File: config.mk
export PLATFORM = sky130hd
export DESIGN_NAME = alu_seq_exec
export DESIGN_NICKNAME = d
export VERILOG_FILES = /design/src/rtl/alu_seq_exec.sv
export SDC_FILE = /design/constraint.sdc
export NUM_CORES = 1
export LEC_CHECK = 0
export BUFFER_PORTS_ARGS = -buffer_cell sky130_fd_sc_hd__buf_4
export CAP_MARGIN = 20
export CORE_MARGIN = 2
export CORE_UTILIZATION = 35
export CTS_CLUSTER_DIAMETER = 30
export DETAILED_ROUTE_END_ITERATION = 10
export PLACE_DENSITY = 0.67
export SETUP_SLACK_MARGIN = 0.4
export SYNTH_ARGS = -nofsm -noshare
export SYNTH_HDL_FRONTEND = slang
export SYNTH_SLANG_ARGS = --single-unit
File: constraint.sdc
create_clock -name clk -period 2.4 [get_ports clk]
set_input_delay 0.36 -clock clk [delete_from_list [all_inputs] [get_ports clk]]
set_output_delay 0.36 -clock clk [all_outputs]
set_load 0.01 [all_outputs]
File: src/rtl/alu_seq_exec.sv
// alu_seq_exec: multi-cycle execute unit. Single-cycle ALU ops finish at the
// acceptance edge; SLL/SRL/SRA walk one bit position per cycle so no barrel
// shifter is needed. Result and flags are registered and held until taken.
//
// Handshake: a request transfers on a rising edge where in_valid & in_ready;
// a result transfers on a rising edge where out_valid & out_ready. Once
// out_valid is high, result and flags hold until that transfer. in_ready
// depends combinationally only on out_ready (and reset), never on in_valid.
module alu_seq_exec #(
    parameter int WIDTH = 32,
    localparam int SHW = $clog2(WIDTH)
) (
    input  logic             clk,
    input  logic             rst,
    input  logic             in_valid,
    output logic             in_ready,
    input  logic [3:0]       alu_sel,
    input  logic [WIDTH-1:0] op_a,
    input  logic [WIDTH-1:0] op_b,
    output logic             out_valid,
    input  logic             out_ready,
    output logic [WIDTH-1:0] result,
    output logic             zf,
    output logic             cf,
    output logic             vf,
    output logic             sf,
    output logic [1:0]       dbg_state
);

    // ALU_* operation encodings shared with the ALU control decode stage.
    localparam logic [3:0] ALU_ADD  = 4'd0;
    localparam logic [3:0] ALU_SUB  = 4'd1;
    localparam logic [3:0] ALU_AND  = 4'd2;
    localparam logic [3:0] ALU_OR   = 4'd3;
    localparam logic [3:0] ALU_XOR  = 4'd4;
    localparam logic [3:0] ALU_SLT  = 4'd5;
    localparam logic [3:0] ALU_SLTU = 4'd6;
    localparam logic [3:0] ALU_SLL  = 4'd7;
    localparam logic [3:0] ALU_SRL  = 4'd8;
    localparam logic [3:0] ALU_SRA  = 4'd9;
    localparam logic [3:0] ALU_PASS = 4'd10;

    localparam logic [1:0] ST_IDLE  = 2'd0;
    localparam logic [1:0] ST_SHIFT = 2'd1;
    localparam logic [1:0] ST_DONE  = 2'd2;

    logic [1:0]       state;
    logic [SHW-1:0]   cnt;
    logic [3:0]       sel_q;

    logic             accept;
    logic             is_sub;
    logic             is_shift;
    logic [SHW-1:0]   shift_amt;
    logic [WIDTH-1:0] b_eff;
    logic [WIDTH:0]   sum;
    logic             ovf;
    logic [WIDTH-1:0] alu_res;
    logic             alu_cf;
    logic             alu_vf;
    logic [WIDTH-1:0] sh_next;

    assign in_ready  = rst & ((state == ST_IDLE) | ((state == ST_DONE) & out_ready));
    assign accept    = in_valid & in_ready;
    assign out_valid = (state == ST_DONE);
    assign dbg_state = state;

    // Single-cycle ALU result and flags from the live request operands.
    always_comb begin
        is_sub    = (alu_sel == ALU_SUB);
        is_shift  = (alu_sel == ALU_SLL) | (alu_sel == ALU_SRL) | (alu_sel == ALU_SRA);
        shift_amt = op_b[SHW-1:0];
        // SUB is a + ~b + 1 so the carry-out means "no borrow".
        b_eff     = is_sub ? ~op_b : op_b;
        sum       = {1'b0, op_a} + {1'b0, b_eff} + {{WIDTH{1'b0}}, is_sub};
        ovf       = (op_a[WIDTH-1] == b_eff[WIDTH-1]) & (sum[WIDTH-1] != op_a[WIDTH-1]);
        alu_res   = op_b;
        alu_cf    = 1'b0;
        alu_vf    = 1'b0;
        case (alu_sel)
            ALU_ADD, ALU_SUB: begin
                alu_res = sum[WIDTH-1:0];
                alu_cf  = sum[WIDTH];
                alu_vf  = ovf;
            end
            ALU_AND:  alu_res = op_a & op_b;
            ALU_OR:   alu_res = op_a | op_b;
            ALU_XOR:  alu_res = op_a ^ op_b;
            ALU_SLT:  alu_res = {{(WIDTH-1){1'b0}}, ($signed(op_a) < $signed(op_b))};
            ALU_SLTU: alu_res = {{(WIDTH-1){1'b0}}, (op_a < op_b)};
            // A shift by zero completes immediately with the unshifted operand.
            ALU_SLL, ALU_SRL, ALU_SRA: alu_res = op_a;
            ALU_PASS: alu_res = op_b;
            default:  alu_res = op_b;
        endcase
    end

    // One-bit shift step applied to the working value held in result.
    always_comb begin
        sh_next = result;
        case (sel_q)
            ALU_SLL: sh_next = {result[WIDTH-2:0], 1'b0};
            ALU_SRL: sh_next = {1'b0, result[WIDTH-1:1]};
            ALU_SRA: sh_next = {result[WIDTH-1], result[WIDTH-1:1]};
            default: sh_next = result;
        endcase
    end

    // Control FSM plus result/flag registers; result doubles as the shift register.
    always_ff @(posedge clk or negedge rst) begin
        if (!rst) begin
            state  <= ST_IDLE;
            cnt    <= '0;
            sel_q  <= '0;
            result <= '0;
            zf     <= 1'b0;
            cf     <= 1'b0;
            vf     <= 1'b0;
            sf     <= 1'b0;
        end else if (state == ST_SHIFT) begin
            result <= sh_next;
            cnt    <= cnt - SHW'(1);
            if (cnt == SHW'(1)) begin
                state <= ST_DONE;
                zf    <= (sh_next == '0);
                cf    <= 1'b0;
                vf    <= 1'b0;
                sf    <= sh_next[WIDTH-1];
            end
        end else if (accept) begin
            sel_q <= alu_sel;
            if (is_shift && (shift_amt != '0)) begin
                result <= op_a;
                cnt    <= shift_amt;
                state  <= ST_SHIFT;
            end else begin
                result <= alu_res;
                zf     <= (alu_res == '0);
                cf     <= alu_cf;
                vf     <= alu_vf;
                sf     <= alu_res[WIDTH-1];
                state  <= ST_DONE;
            end
        end else if (state != ST_IDLE && (state != ST_DONE || out_ready)) begin
            // Result taken with nothing new arriving; also recovers an illegal encoding.
            state <= ST_IDLE;
        end
    end

endmodule

==> impl_metrics.prom <==
# TYPE chip_impl_metric gauge
chip_impl_info{name="outcome",value="finished, violations left"} 1
chip_impl_info{name="violated_checks",value="negative setup slack"} 1
chip_impl_metric{name="arrival_time_worst_endpoint",unit="ns"} 3.84
chip_impl_metric{name="timing_worst_slew_pin_value",unit="ns"} 0.620
chip_impl_metric{name="hold_ws",unit="ns"} 0.160
chip_impl_metric{name="ys_seq_area_frac",unit=""} 0.142
chip_impl_metric{name="groute.layer.met2.usage",unit=""} 0.433
chip_impl_info{name="tritoncts",value="built"} 1
chip_impl_metric{name="gr-usage-met3",unit=""} 0.0211
chip_impl_info{name="path_class",value="input pin to register"} 1
chip_impl_metric{name="synth_edf_count",unit=""} 0
chip_impl_metric{name="power",unit="mW"} 7.28
chip_impl_metric{name="setup_slack",unit="ns"} -1.22
chip_impl_info{name="grt-busiest-layer",value="met2"} 1
chip_impl_metric{name="drc",unit=""} 0
chip_impl_metric{name="dp.final_hpwl",unit="µm"} 25700
chip_impl_metric{name="report.final.slew_viol_count",unit=""} 0
chip_impl_info{name="critical_path.endpoint_type",value="register"} 1
chip_impl_metric{name="min_cycle_time_layout",unit="ns"} 3.62
chip_impl_info{name="yosys_most_used_dff",value="dfrtp_1"} 1
chip_impl_metric{name="place.port_buffers",unit=""} 111
chip_impl_metric{name="detail_route.vias_per_cell",unit=""} 5.59
chip_impl_metric{name="nets",unit=""} 1757
chip_impl_metric{name="filler_cell_count",unit=""} 2066
chip_impl_metric{name="postSynth.asyncResetShare",unit=""} 1.00
chip_impl_info{name="min-delay-path-class",value="input pin to asynchronous set/reset pin"} 1
chip_impl_info{name="rr_startpoint",value="sel_q[2]"} 1
chip_impl_metric{name="ctsLongestPathBuffers",unit=""} 2
chip_impl_metric{name="insertion_delay_of_the_later_clocked_pin_in_the_worst_skew_pair",unit="ns"} 0.30
chip_impl_metric{name="area.growth.synth_to_final",unit="%"} 62.3
chip_impl_metric{name="grt_first_pass_wirelength",unit="µm"} 52000
chip_impl_metric{name="grt.overflow.total",unit=""} 0
chip_impl_metric{name="gr-usage-all-layers",unit=""} 0.262
chip_impl_metric{name="initial_utilization",unit=""} 0.355
chip_impl_metric{name="multi_input_area",unit="mm²"} 0.00743
chip_impl_metric{name="initialDrtViolationCount",unit=""} 800
chip_impl_metric{name="ff_to_ff_path_depth",unit=""} 10
chip_impl_metric{name="static-leakage-power",unit="nW"} 6.39
chip_impl_info{name="setup.worst_path.start_class",value="input pin"} 1
chip_impl_info{name="r2r-end",value="zf"} 1
chip_impl_metric{name="regArea",unit="mm²"} 0.00118
chip_impl_metric{name="worst_setup_hold_path_clk_slew",unit="ns"} 0.06
chip_impl_metric{name="fp.coreArea",unit="mm²"} 0.0233
chip_impl_metric{name="finalHoldViolations",unit=""} 0
chip_impl_metric{name="drtPass1Iterations",unit=""} 5
chip_impl_metric{name="postSynthCellCount",unit=""} 1123
chip_impl_metric{name="postSynthAreaPerCell",unit="µm²"} 7.37
chip_impl_metric{name="pre_cts_ws",unit="ns"} -1.75
chip_impl_metric{name="maxSlewHeadroom",unit=""} 0.587
chip_impl_info{name="layout_common_cells",value="buf_4 (439), ha_1 (126), a21oi_1 (104)"} 1
chip_impl_metric{name="maxCapViolCount",unit=""} 0
chip_impl_metric{name="dieArea",unit="mm²"} 0.0249
chip_impl_metric{name="min_period_over_period",unit=""} 1.51
chip_impl_metric{name="via_count_of_the_first_global_routing_pass",unit=""} 9825
chip_impl_metric{name="synth_cell_type_count",unit=""} 76
chip_impl_metric{name="achievable_frequency",unit="MHz"} 276
chip_impl_metric{name="synth_nets",unit=""} 1333
chip_impl_metric{name="irDropWorstVdd",unit="µV"} 523
chip_impl_metric{name="mappedNetlistArea",unit="mm²"} 0.00827
chip_impl_metric{name="antennaDiodeCount",unit=""} 0
chip_impl_metric{name="total_wirelength",unit="µm"} 34200
chip_impl_metric{name="antenna_found_initial",unit=""} 0
chip_impl_metric{name="via_total_after_detailed_routing",unit=""} 10400
chip_impl_metric{name="reg2reg_slack",unit="ns"} -0.12
chip_impl_metric{name="grtUsageMet1",unit=""} 0.367
chip_impl_metric{name="summed_negative_setup_slack_over_all_endpoints",unit="ns"} -27.82
chip_impl_metric{name="yosys_warnings",unit=""} 0
chip_impl_metric{name="ioPinCount",unit=""} 112
chip_impl_metric{name="routabilityCongestion",unit=""} 0.977
chip_impl_info{name="rsz_0062_raised_after_global_routing",value="true"} 1
chip_impl_info{name="cts_root_buffer",value="clkbuf_16"} 1
chip_impl_metric{name="critPathRequiredTime",unit="ns"} 2.62
chip_impl_metric{name="synth-seq-cells",unit=""} 47
chip_impl_metric{name="clock_buffer_count_from_cts",unit=""} 5
chip_impl_metric{name="final_layout_size_suffix_gt1_frac",unit=""} 0.420
chip_impl_metric{name="die_height",unit="µm"} 158
chip_impl_metric{name="row_count",unit=""} 56
chip_impl_info{name="mostFrequentLayoutCell",value="buf_4"} 1
chip_impl_metric{name="drt-wirelength-per-cell",unit="µm"} 18.3
chip_impl_metric{name="cp_max_fo",unit=""} 4
chip_impl_metric{name="h_tree_lvls",unit=""} 2
chip_impl_metric{name="detail-route-antenna-nets",unit=""} 0
chip_impl_metric{name="post_cts_hold_buffer_count",unit=""} 0
chip_impl_metric{name="clock-skew-final",unit="ns"} 0.00364
chip_impl_metric{name="report.final.setup_viol",unit=""} 34
chip_impl_metric{name="pin_count_of_the_biggest_net_entering_global_routing",unit=""} 48
chip_impl_metric{name="power.density",unit="mW/mm²"} 543
chip_impl_metric{name="tritoncts_num_sinks",unit=""} 47
chip_impl_metric{name="chipWidth",unit="µm"} 158
## cells by family after synthesis
family / synth area share
compound gates: 0.332
simple gates: 0.175
buf+inv: 0.0726
fa+ha+maj: 0.210
xor+xnor: 0.0540
flops: 0.142
mux: 0.0145
## what timing repair did
item                                   in CTS  in global routing
endpoints found under the hold margin       0                  0
setup endpoints to repair                  43                 43
cloned                                      1                  2
pin swaps                                  44                 37
setup buffers                              15                 20
resized for setup                         137                 79
## metrics by stage
step	utilization	cells	area [µm²]
after floorplan	-	1123	8480
after global placement	0.511	1821	11900
after detailed placement	0.511	1821	11900
after CTS	0.552	1845	12900
after global routing	0.575	1867	13400
final	0.575	1867	13400
## synthesized netlist by cell type (11+ instances only)
| cell type | number | area, µm² |
|---|---|---|
| mux2i_1 | 12 | 120 |
| nor2_1 | 72 | 270 |
| dfrtp_1 | 47 | 1180 |
| a211oi_1 | 15 | 113 |
| nand3_1 | 14 | 70.1 |
| a21oi_1 | 131 | 656 |
| ha_1 | 137 | 1710 |
| nand2_1 | 110 | 413 |
| inv_1 | 97 | 364 |
| a22oi_1 | 16 | 120 |
| nor4_1 | 12 | 75.1 |
| a22o_1 | 26 | 228 |
| nand4_1 | 14 | 87.6 |
| xnor2_1 | 43 | 377 |
| nor3_1 | 13 | 65.1 |
| o211ai_1 | 25 | 188 |
| o21a_1 | 14 | 105 |
| clkbuf_1 | 49 | 184 |
| a21o_1 | 15 | 113 |
| a31oi_1 | 11 | 68.8 |
| o21ai_0 | 75 | 375 |
| a221oi_1 | 15 | 131 |
## flip-flops by register name, summed over array words and instances, names as in the netlist
register and cells:
cf 1, sel_q 4, zf 1, vf 1, cnt 5, sf 1
result 32, dbg_state 2
## area by class of cell
| type | instances | area share |
|---|---|---|
| clock buffers | 6 | 0.0103 |
| clock inverters | 2 | 0.00261 |
| inverters | 97 | 0.0273 |
| multi-input cells | 918 | 0.554 |
| flip-flops and latches | 47 | 0.0876 |
| well taps | 319 | 0.0297 |
| repair buffers | 478 | 0.288 |
## worst max-delay path by stage
stage	startpoint	to	slack [ns]	cells past startpoint
after CTS	alu_sel[2]	zf	-1.21	17
after detailed placement	alu_sel[1]	zf	-1.75	16
after floorplan	alu_sel[3]	zf	-1.95	20
after global placement	alu_sel[1]	zf	-1.68	17
after global routing	alu_sel[2]	zf	-1.45	18
final	alu_sel[2]	zf	-1.22	17
## layer usage
metal / share of wire / routed length [µm]
met5: 0 / 0
met4: 0.027 / 924
met3: 0.072 / 2470
met2: 0.46 / 15700
met1: 0.44 / 15100
## power by group
part	total, mW	internal [mW]	switching, mW
combinational	4.81	2.40	2.41
sequential	1.65	1.14	0.511
clock	0.823	0.518	0.305
total	7.28	4.06	3.22
## critical path: stages
cell and delay (ns):
buf_6 0.10, nor4b_4 0.27, buf_6 0.17, buf_6 0.12, xnor2_2 0.10, ha_1 0.27
and4b_1 0.22, a221o_1 0.36, a32oi_2 0.28, nand3_2 0.11, and2_4 0.17, a41o_4 0.23
o31ai_4 0.17, xnor2_1 0.08, o21a_1 0.18, or4_1 0.50, o21ai_1 0.13
Power figures use the tool's default switching activity.
